File: config.mk
export PLATFORM = sky130hd
export DESIGN_NAME = step_rate_gen
export DESIGN_NICKNAME = d
export VERILOG_FILES = /design/src/rtl/step_rate_gen.sv
export SDC_FILE = /design/constraint.sdc
export NUM_CORES = 2
export LEC_CHECK = 0
export CAP_MARGIN = 0
export CORE_ASPECT_RATIO = 2
export CORE_MARGIN = 2
export CORE_UTILIZATION = 35
export CTS_CLUSTER_DIAMETER = 50
export CTS_CLUSTER_SIZE = 40
export DETAILED_ROUTE_END_ITERATION = 16
export DONT_BUFFER_PORTS = 1
export PLACE_DENSITY = 0.49
export REMOVE_ABC_BUFFERS = 1
export SYNTH_ARGS = -nofsm -noshare
export SYNTH_HDL_FRONTEND = slang
export SYNTH_SLANG_ARGS = --single-unit
File: constraint.sdc
create_clock -name clk -period 7.72 [get_ports clk]
set_input_delay 1.158 -clock clk [delete_from_list [all_inputs] [get_ports clk]]
set_output_delay 1.158 -clock clk [all_outputs]
set_load 0.01 [all_outputs]
File: src/rtl/step_rate_gen.sv
// Multi-channel step-pulse rate generator: each channel steps at clk * rate / dividend via a phase accumulator.
// Latency: an accumulator event at edge k raises step at edge k; position moves at that same edge.
// Backpressure: at most one step is held pending during a pulse/gap; a further event sets sticky overrun.
//
// Ports:
//   clk, rst_n             clock, asynchronous active-low reset
//   wr_en/wr_chan/wr_rate/wr_dir   shadow rate/direction load for one channel (out-of-range index ignored)
//   dividend               shared divisor for all channels
//   enable, ovr_clr        per-channel run enable and overrun clear
//   step, dir, position, overrun   per-channel outputs (position channel i at [i*POS_BITS +: POS_BITS])
module step_rate_gen #(
    parameter int CHANNELS     = 4,
    parameter int COUNT_BITS   = 32,
    parameter int POS_BITS     = 32,
    parameter int PULSE_CYCLES = 4,
    parameter int CH_BITS      = (CHANNELS > 1) ? $clog2(CHANNELS) : 1
) (
    input  logic                         clk,
    input  logic                         rst_n,
    input  logic                         wr_en,
    input  logic [CH_BITS-1:0]           wr_chan,
    input  logic [COUNT_BITS-1:0]        wr_rate,
    input  logic                         wr_dir,
    input  logic [COUNT_BITS-1:0]        dividend,
    input  logic [CHANNELS-1:0]          enable,
    input  logic [CHANNELS-1:0]          ovr_clr,
    output logic [CHANNELS-1:0]          step,
    output logic [CHANNELS-1:0]          dir,
    output logic [CHANNELS*POS_BITS-1:0] position,
    output logic [CHANNELS-1:0]          overrun
);

    localparam int CNT_W = (PULSE_CYCLES > 1) ? $clog2(PULSE_CYCLES) : 1;
    localparam logic [CNT_W-1:0] CNT_LOAD = CNT_W'(PULSE_CYCLES - 1);

    typedef enum logic [1:0] {
        S_IDLE = 2'd0,
        S_HIGH = 2'd1,
        S_GAP  = 2'd2
    } state_t;

    state_t                r_state     [CHANNELS];
    state_t                w_state_nxt [CHANNELS];
    logic [COUNT_BITS-1:0] r_acc       [CHANNELS];
    logic [COUNT_BITS-1:0] w_acc_nxt   [CHANNELS];
    logic [COUNT_BITS-1:0] r_rate      [CHANNELS];
    logic [CNT_W-1:0]      r_cnt       [CHANNELS];
    logic [CNT_W-1:0]      w_cnt_nxt   [CHANNELS];
    logic [POS_BITS-1:0]   r_pos       [CHANNELS];
    logic [POS_BITS-1:0]   w_pos_nxt   [CHANNELS];

    logic [CHANNELS-1:0]   r_dir_sh;
    logic [CHANNELS-1:0]   r_step;
    logic [CHANNELS-1:0]   w_step_nxt;
    logic [CHANNELS-1:0]   r_dir;
    logic [CHANNELS-1:0]   w_dir_nxt;
    logic [CHANNELS-1:0]   r_pend;
    logic [CHANNELS-1:0]   w_pend_nxt;
    logic [CHANNELS-1:0]   r_ovr;
    logic [CHANNELS-1:0]   w_ovr_nxt;

    // Next-state / output logic for every channel.
    always_comb begin
        logic [COUNT_BITS:0] w_sum;
        logic [COUNT_BITS:0] w_diff;
        logic                w_ev;
        logic                w_pend_eff;
        logic                w_fire;
        logic                w_ovr_set;

        w_sum      = '0;
        w_diff     = '0;
        w_ev       = 1'b0;
        w_pend_eff = 1'b0;
        w_fire     = 1'b0;
        w_ovr_set  = 1'b0;
        w_step_nxt = r_step;
        w_dir_nxt  = r_dir;
        w_pend_nxt = r_pend;
        w_ovr_nxt  = r_ovr;

        for (int i = 0; i < CHANNELS; i++) begin
            w_state_nxt[i] = r_state[i];
            w_cnt_nxt[i]   = r_cnt[i];
            w_pos_nxt[i]   = r_pos[i];
            w_acc_nxt[i]   = r_acc[i];
            w_fire         = 1'b0;
            w_ovr_set      = 1'b0;

            // One extra bit keeps the sum exact: the compare never sees a wrapped value.
            w_sum  = {1'b0, r_acc[i]} + {1'b0, r_rate[i]};
            w_diff = w_sum - {1'b0, dividend};
            w_ev   = enable[i] && (r_rate[i] != '0) && (dividend != '0) &&
                     (w_sum >= {1'b0, dividend});
            // A pending step is discarded while the channel is disabled.
            w_pend_eff    = r_pend[i] & enable[i];
            w_pend_nxt[i] = w_pend_eff;

            if (!enable[i]) begin
                w_acc_nxt[i] = '0;
            end else if ((r_rate[i] != '0) && (dividend != '0)) begin
                if (w_ev) begin
                    // Residue only exceeds the width when rate or a stale acc outruns the
                    // dividend; those steps are lost anyway, so hold at full scale.
                    w_acc_nxt[i] = w_diff[COUNT_BITS] ? '1 : w_diff[COUNT_BITS-1:0];
                end else begin
                    w_acc_nxt[i] = w_sum[COUNT_BITS-1:0];
                end
            end

            case (r_state[i])
                S_IDLE: begin
                    if (w_ev || w_pend_eff) begin
                        w_fire = 1'b1;
                    end else begin
                        // Direction only changes with the engine quiet.
                        w_dir_nxt[i] = r_dir_sh[i];
                    end
                end
                S_HIGH: begin
                    if (r_cnt[i] == '0) begin
                        w_state_nxt[i] = S_GAP;
                        w_step_nxt[i]  = 1'b0;
                        w_cnt_nxt[i]   = CNT_LOAD;
                    end else begin
                        w_cnt_nxt[i] = r_cnt[i] - 1'b1;
                    end
                    if (w_ev) begin
                        if (w_pend_eff) w_ovr_set     = 1'b1;
                        else            w_pend_nxt[i] = 1'b1;
                    end
                end
                S_GAP: begin
                    if (r_cnt[i] != '0) begin
                        w_cnt_nxt[i] = r_cnt[i] - 1'b1;
                        if (w_ev) begin
                            if (w_pend_eff) w_ovr_set     = 1'b1;
                            else            w_pend_nxt[i] = 1'b1;
                        end
                    end else if (w_ev || w_pend_eff) begin
                        // Last gap cycle: restart straight away so the period is 2*PULSE_CYCLES.
                        w_fire = 1'b1;
                    end else begin
                        w_state_nxt[i] = S_IDLE;
                    end
                end
                default: begin
                    w_state_nxt[i] = S_IDLE;
                end
            endcase

            if (w_fire) begin
                w_state_nxt[i] = S_HIGH;
                w_step_nxt[i]  = 1'b1;
                w_cnt_nxt[i]   = CNT_LOAD;
                w_pos_nxt[i]   = r_dir[i] ? r_pos[i] + POS_BITS'(1) : r_pos[i] - POS_BITS'(1);
                // Consuming a pending step while a new event arrives leaves one pending.
                w_pend_nxt[i]  = w_pend_eff & w_ev;
            end

            if (w_ovr_set)       w_ovr_nxt[i] = 1'b1;
            else if (ovr_clr[i]) w_ovr_nxt[i] = 1'b0;
        end
    end

    always_ff @(posedge clk or negedge rst_n) begin
        if (!rst_n) begin
            for (int i = 0; i < CHANNELS; i++) begin
                r_state[i] <= S_IDLE;
                r_acc[i]   <= '0;
                r_rate[i]  <= '0;
                r_cnt[i]   <= '0;
                r_pos[i]   <= '0;
            end
            r_dir_sh <= '0;
            r_step   <= '0;
            r_dir    <= '0;
            r_pend   <= '0;
            r_ovr    <= '0;
        end else begin
            for (int i = 0; i < CHANNELS; i++) begin
                r_state[i] <= w_state_nxt[i];
                r_acc[i]   <= w_acc_nxt[i];
                r_cnt[i]   <= w_cnt_nxt[i];
                r_pos[i]   <= w_pos_nxt[i];
                // Out-of-range channel indices never match and are dropped.
                if (wr_en && (int'(wr_chan) == i)) begin
                    r_rate[i]   <= wr_rate;
                    r_dir_sh[i] <= wr_dir;
                end
            end
            r_step <= w_step_nxt;
            r_dir  <= w_dir_nxt;
            r_pend <= w_pend_nxt;
            r_ovr  <= w_ovr_nxt;
        end
    end

    assign step    = r_step;
    assign dir     = r_dir;
    assign overrun = r_ovr;

    for (genvar g = 0; g < CHANNELS; g++) begin : g_pos
        assign position[g*POS_BITS +: POS_BITS] = r_pos[g];
    end

endmodule

## Yosys cells after proc, flatten, opt, wreduce, memory -nomap -nowiden

Cells that the tools add are included.

- Output and inout port bits: 140
- Register bits: 420
- Logic and storage cells: 302

- Equal/unequal tests: 35
- Reductions and logical operators: 74
- $add $sub $neg: 20
- $lt $le $gt $ge: 4
- Bitwise logic cells: 12
- Multiplexer cells: 120

Operators with widths:

| kind | number |
|---|---|
| 32-bit two-way mux | 20 |
| 32-bit nonzero test | 5 |
| 32-bit by 32-bit adder with 33-bit output | 4 |
| 33-bit by 32-bit >= comparator with 1-bit output | 4 |
| 33-bit by 32-bit subtractor with 33-bit output | 4 |
| 32-bit by 1-bit adder with 32-bit output (second input constant) | 4 |
| 32-bit by 1-bit subtractor with 32-bit output (second input constant) | 4 |
| 2-bit two-way mux | 28 |
| 1-bit two-way mux | 52 |
| 3-bit inequality test (second input constant) | 16 |
| 2-bit nonzero test | 16 |
| 1-bit one-hot mux with 2 select lines | 12 |
| 2-bit one-hot mux with 3 select lines | 4 |
| 2-bit AND reduction | 12 |
| 1-bit logical AND | 20 |
| 2-bit zero test | 9 |
| 2-bit one-hot mux with 2 select lines | 4 |
| 4-bit AND reduction | 4 |
| 2-bit equality test (second input constant) | 6 |
| 3-bit nonzero test | 4 |
| 2-bit by 1-bit equality test with 1-bit output (second input constant) | 5 |
| 1-bit bitwise AND | 8 |
| 2-bit by 1-bit inequality test with 1-bit output (second input constant) | 4 |
| 2-bit inequality test (second input constant) | 4 |
| other kinds (3) | 12 |

## Depth between registers and ports, before layout

- Word-level depth: 10
- Depth in mapped cells: 27

## Least setup slack after synthesis

OpenSTA, ideal clock, no wires.

- Path type: reg2reg
- Start point: register r_rate[101] in the netlist's numbering
- End point: register r_acc[101] in the netlist's numbering
- Path buffers: 1
- Slack: 2.792 ns
- Data arrival time: 4.844 ns
- Stages on the path, launching flop included: 23
- Clock period less this slack: 4.928 ns
- Required time: 7.636 ns
- Cells stage by stage: dfrtp_1 -> ha_1 -> o21a_1 -> o21ai_0 -> or4_1 -> o22ai_1 -> a31oi_1 -> o21a_1 -> o311ai_2 -> a31oi_1 -> xnor2_1 -> ha_1 -> nand2_1 -> o21ai_0 -> a221oi_1 -> o21bai_1 -> a21oi_1 -> a21boi_1 -> xnor2_1 -> buf_2 -> o21bai_1 -> o221ai_1 -> a21boi_0

- Word-level cells in the longest chain between the ends: 7
- Elaborated cells on any way between the ends: 13
- Those cells by class: 2 x add/sub; 1 x order compare; 1 x eq/ne; 4 x mux; 5 x reduce/logical

RTL lines:

| element | RTL line | source |
|---|---|---|
| from (decl) | 46 | `logic [COUNT_BITS-1:0] r_rate [CHANNELS];` |
| from (signal, indexed assignment) | 188 | `r_rate[i] <= wr_rate;` |
| parallel branches: the longest is 7 deep, another holds 32-bit by 32-bit adder with 33-bit output | -- |  |
| to (signal, indexed assignment) | 183 | `r_acc[i] <= w_acc_nxt[i];` |
| to (decl) | 44 | `logic [COUNT_BITS-1:0] r_acc [CHANNELS];` |

Parallel ways; which one is timed is not known. The select of a mux whose other input is x is not followed.
A chain may end at the register's enable or synchronous reset.

## Worst setup path after layout

- Start point: register r_acc[33] in the netlist's numbering
- End point: register r_pos (netlist bit position[68])

- Word-level cells in the longest chain between the ends: 7

RTL lines:

| element | RTL line | source |
|---|---|---|
| 32-bit by 32-bit adder with 33-bit output * | 91 | `w_sum = {1'b0, r_acc[i]} + {1'b0, r_rate[i]};` |
| 33-bit by 32-bit >= comparator with 1-bit output * | 94 | `(w_sum >= {1'b0, dividend});` |
| 1-bit logical AND * | 93 | `w_ev = enable[i] && (r_rate[i] != '0) && (dividend != '0) &&` |
| 1-bit logical OR * | 113, 140 |  |
| 1-bit two-way mux * | 113, 140 |  |
| 1-bit two-way mux | 134 | `if (r_cnt[i] != '0) begin` |
| 1-bit one-hot mux with 2 select lines * | 111 | `case (r_state[i])` |
| to (signal, indexed assignment) | 185 | `r_pos[i] <= w_pos_nxt[i];` |
| to (decl) | 49 | `logic [POS_BITS-1:0] r_pos [CHANNELS];` |

Every way passes the cells marked *; elsewhere a longest branch is shown, timed or not.

==> results.json <==
{
  "outcome": "completed",
  "cts.repair.resized": 0,
  "maxSlewHeadroom_pct": 13.9,
  "rows": 166,
  "grt_first_pass_wirelength_um": 205000,
  "antenna_found_initial": 16,
  "crit_type": "reg2reg",
  "setup_tns_ns": 0,
  "avgRoutedWirePerCell_um": 24.4,
  "final-setup-viol-count": 0,
  "cts_setup_buffers": 0,
  "cts_tree": "done",
  "fill_cells": 10479,
  "dieHeight_um": 459,
  "start_util_pct": 35.4,
  "ant_nets": 0,
  "hp-class": "in2async",
  "setup.worst_path.end_class": "register",
  "timing.final.crit_share_pct": 85.3,
  "viasPerCell": 5.78,
  "ys_seq_elements": 420,
  "drv_cap": 0,
  "required_ns": 8.25,
  "grt_pass1_vias": 33633,
  "synth_edf_count": 0,
  "ioPinCount": 218,
  "clk_pin_slew_worst_paths_ns": 0.09,
  "ys.flop_type": "dfrtp_1",
  "synth_cells": 4199,
  "cts_hold_buf": 0,
  "overflow": 0,
  "holdWs_ns": 0.209,
  "placed_cells": 5464,
  "first_pass_iters": 5,
  "clk-insertion-delay-late_ns": 0.70,
  "place_ws_ns": 1.30,
  "grtUsageTotal_pct": 25.5,
  "rsz0062_at_grt": "no",
  "instances_no_fill": 5606,
  "wirelength_um": 137000,
  "fp.dieArea_um2": 106000,
  "htree_levels": 2,
  "core_um2": 102000,
  "drc": 0,
  "syn_area_um2": 36200,
  "via_count": 32400,
  "cts_buffers": 55,
  "yosysWarnings": 0,
  "syn_avg_cell_area_um2": 8.62,
  "seq_area_frac_synth_pct": 29.0,
  "portBuffers": 0,
  "cp.arrival_ns": 7.12,
  "fin_worst_skew_ns": 0.0583,
  "area_growth_pct": 9.89,
  "dpl.hpwl_um": 105000,
  "finalMaxSlewViolations": 0,
  "cts.path.max_buffers": 3,
  "worstMarginPinSlew_ns": 1.28,
  "hold_viol": 0,
  "cts_root_buf": "clkbuf_16",
  "crit_path_max_fanout": 52,
  "grt_max_degree": 421,
  "die_w_um": 231,
  "clkSinkCount": 420,
  "period_minus_slack_ns": 6.59,
  "max_freq_mhz": 152,
  "routabilityCongestion": 0.958,
  "async_flop_share_pct": 100,
  "layout-drive-gt1-share_pct": 8.38,
  "startpoint_type": "register",
  "nNetsFinal": 4660,
  "dr.first_iter.drc_count": 1454,
  "fin_ws_ns": 1.13,
  "synth_cell_types": 103
}
cell usage after synthesis (32+ instances only):
master      n  area share [%]
nand4_1    53            0.92
xnor2_1   192             4.6
nand2_1   482             5.0
dfrtp_1   420              29
xor2_1    125             3.0
nor2_1    253             2.6
a21o_1    172             3.6
nor2b_1    38            0.66
a31oi_1    32            0.55
o31ai_1    33            0.68
o221ai_1   90             2.2
clkbuf_1   80            0.83
nor3_1     68            0.94
inv_1     181             1.9
nand2b_1   43            0.74
nand3_1    67            0.93
ha_1      393              14
o21ai_0   350             4.8
o21a_1     65             1.3
o21bai_1   57             1.2
a21oi_1   353             4.9
mux2_2    145             4.5
nor4_1     50            0.86
a211oi_1   46            0.95
per-stage QoR:
stage	utilization (%)	instance area (µm²)
after floorplan	-	35700
after global placement	36.8	37700
after detailed placement	36.8	37700
after CTS	38.8	39700
after global routing	38.8	39800
final	38.9	39800
state kept, by name, summed over array words and instances, names as in the netlist:
signal    flops
dir           4
r_state       8
position    128
r_dir_sh      4
r_acc       128
step          4
r_cnt         8
overrun       4
r_rate      128
r_pend        4
cells by family after synthesis:
kind of cell | share of synthesized area (%)
AO/OA/AOI/OAI | 26.0
XOR/XNOR | 7.67
adder cells (fa/ha/maj) | 14.2
buffers and inverters | 3.38
flip-flops | 29.0
multiplexers | 4.80
AND/OR/NAND/NOR | 14.9
cell usage in the layout, fill, tap and decap left out, types with 33 or more instances in the layout:
cell and n:
clkbuf_16 56, mux2_2 145, o21a_1 65, buf_4 42, o221ai_1 90, nor4_1 50
nor2b_1 37, xnor2_1 192, nand4_1 53, a21oi_1 353, o21ai_0 350, a211oi_1 46
xor2_1 125, dfrtp_1 420, a21o_1 171, nor3_1 68, nand3_1 66, ha_1 393
inv_1 181, o21bai_1 57, nand2_1 482, nand2b_1 43, diode_2 39, nor2_1 252
o31ai_1 33
final timing paths:
| kind | to | cells after the start | from | slack [ns] |
|---|---|---|---|---|
| worst max-delay path | position[68]$_DFFE_PN0P_ | 21 | r_acc[33]$_DFFE_PN0P_ | 1.13 |
| worst min-delay path | position[103]$_DFFE_PN0P_ | 0 | rst_n | 0.21 |
| worst max register to register | position[68]$_DFFE_PN0P_ | 21 | r_acc[33]$_DFFE_PN0P_ | 1.13 |
| worst min register to register | r_acc[79]$_DFFE_PN0P_ | 2 | r_acc[79]$_DFFE_PN0P_ | 0.48 |
| max in group asynchronous | r_acc[81]$_DFFE_PN0P_ | 0 | rst_n | 6.60 |
| min in group clk | r_acc[79]$_DFFE_PN0P_ | 2 | r_acc[79]$_DFFE_PN0P_ | 0.48 |
layer usage:
| layer | routed length [µm] | GRT usage, % |
|---|---|---|
| met5 | 31 | 0 |
| met4 | 11200 | 18.6 |
| met3 | 9480 | 6.83 |
| met2 | 70800 | 47.1 |
| met1 | 45500 | 23.9 |
worst max-delay path: stages (launching register included):
cell,delay (ns)
dfrtp_1,0.43
ha_1,0.33
a211oi_1,0.33
o21ai_0,0.20
nand3_1,0.17
nand2_1,0.15
o41ai_1,0.63
o21ai_0,0.31
a311oi_1,0.52
o21bai_1,0.16
xor2_1,0.24
ha_1,0.34
and4_1,0.25
nor2b_1,0.13
and4_1,0.23
a21oi_1,0.15
o211ai_1,0.10
a21o_1,0.18
o21bai_4,0.18
nand2_4,0.19
a21o_2,0.75
mux2_2,0.41
layout make-up:
class / count / area (µm²) / share of cell area [%]
diodes: 39 / 97.6 / 0.245
clock buffers: 64 / 1480 / 3.72
clock inverters: 39 / 487 / 1.22
inverters: 182 / 683 / 1.72
multi-input cells: 3475 / 24500 / 61.6
flip-flops and latches: 420 / 10500 / 26.4
well taps: 1344 / 1680 / 4.23
repair buffers: 43 / 335 / 0.843
Power is not shown: default switching activity piles up to over one toggle a cycle in this logic, so the estimate is an artifact.
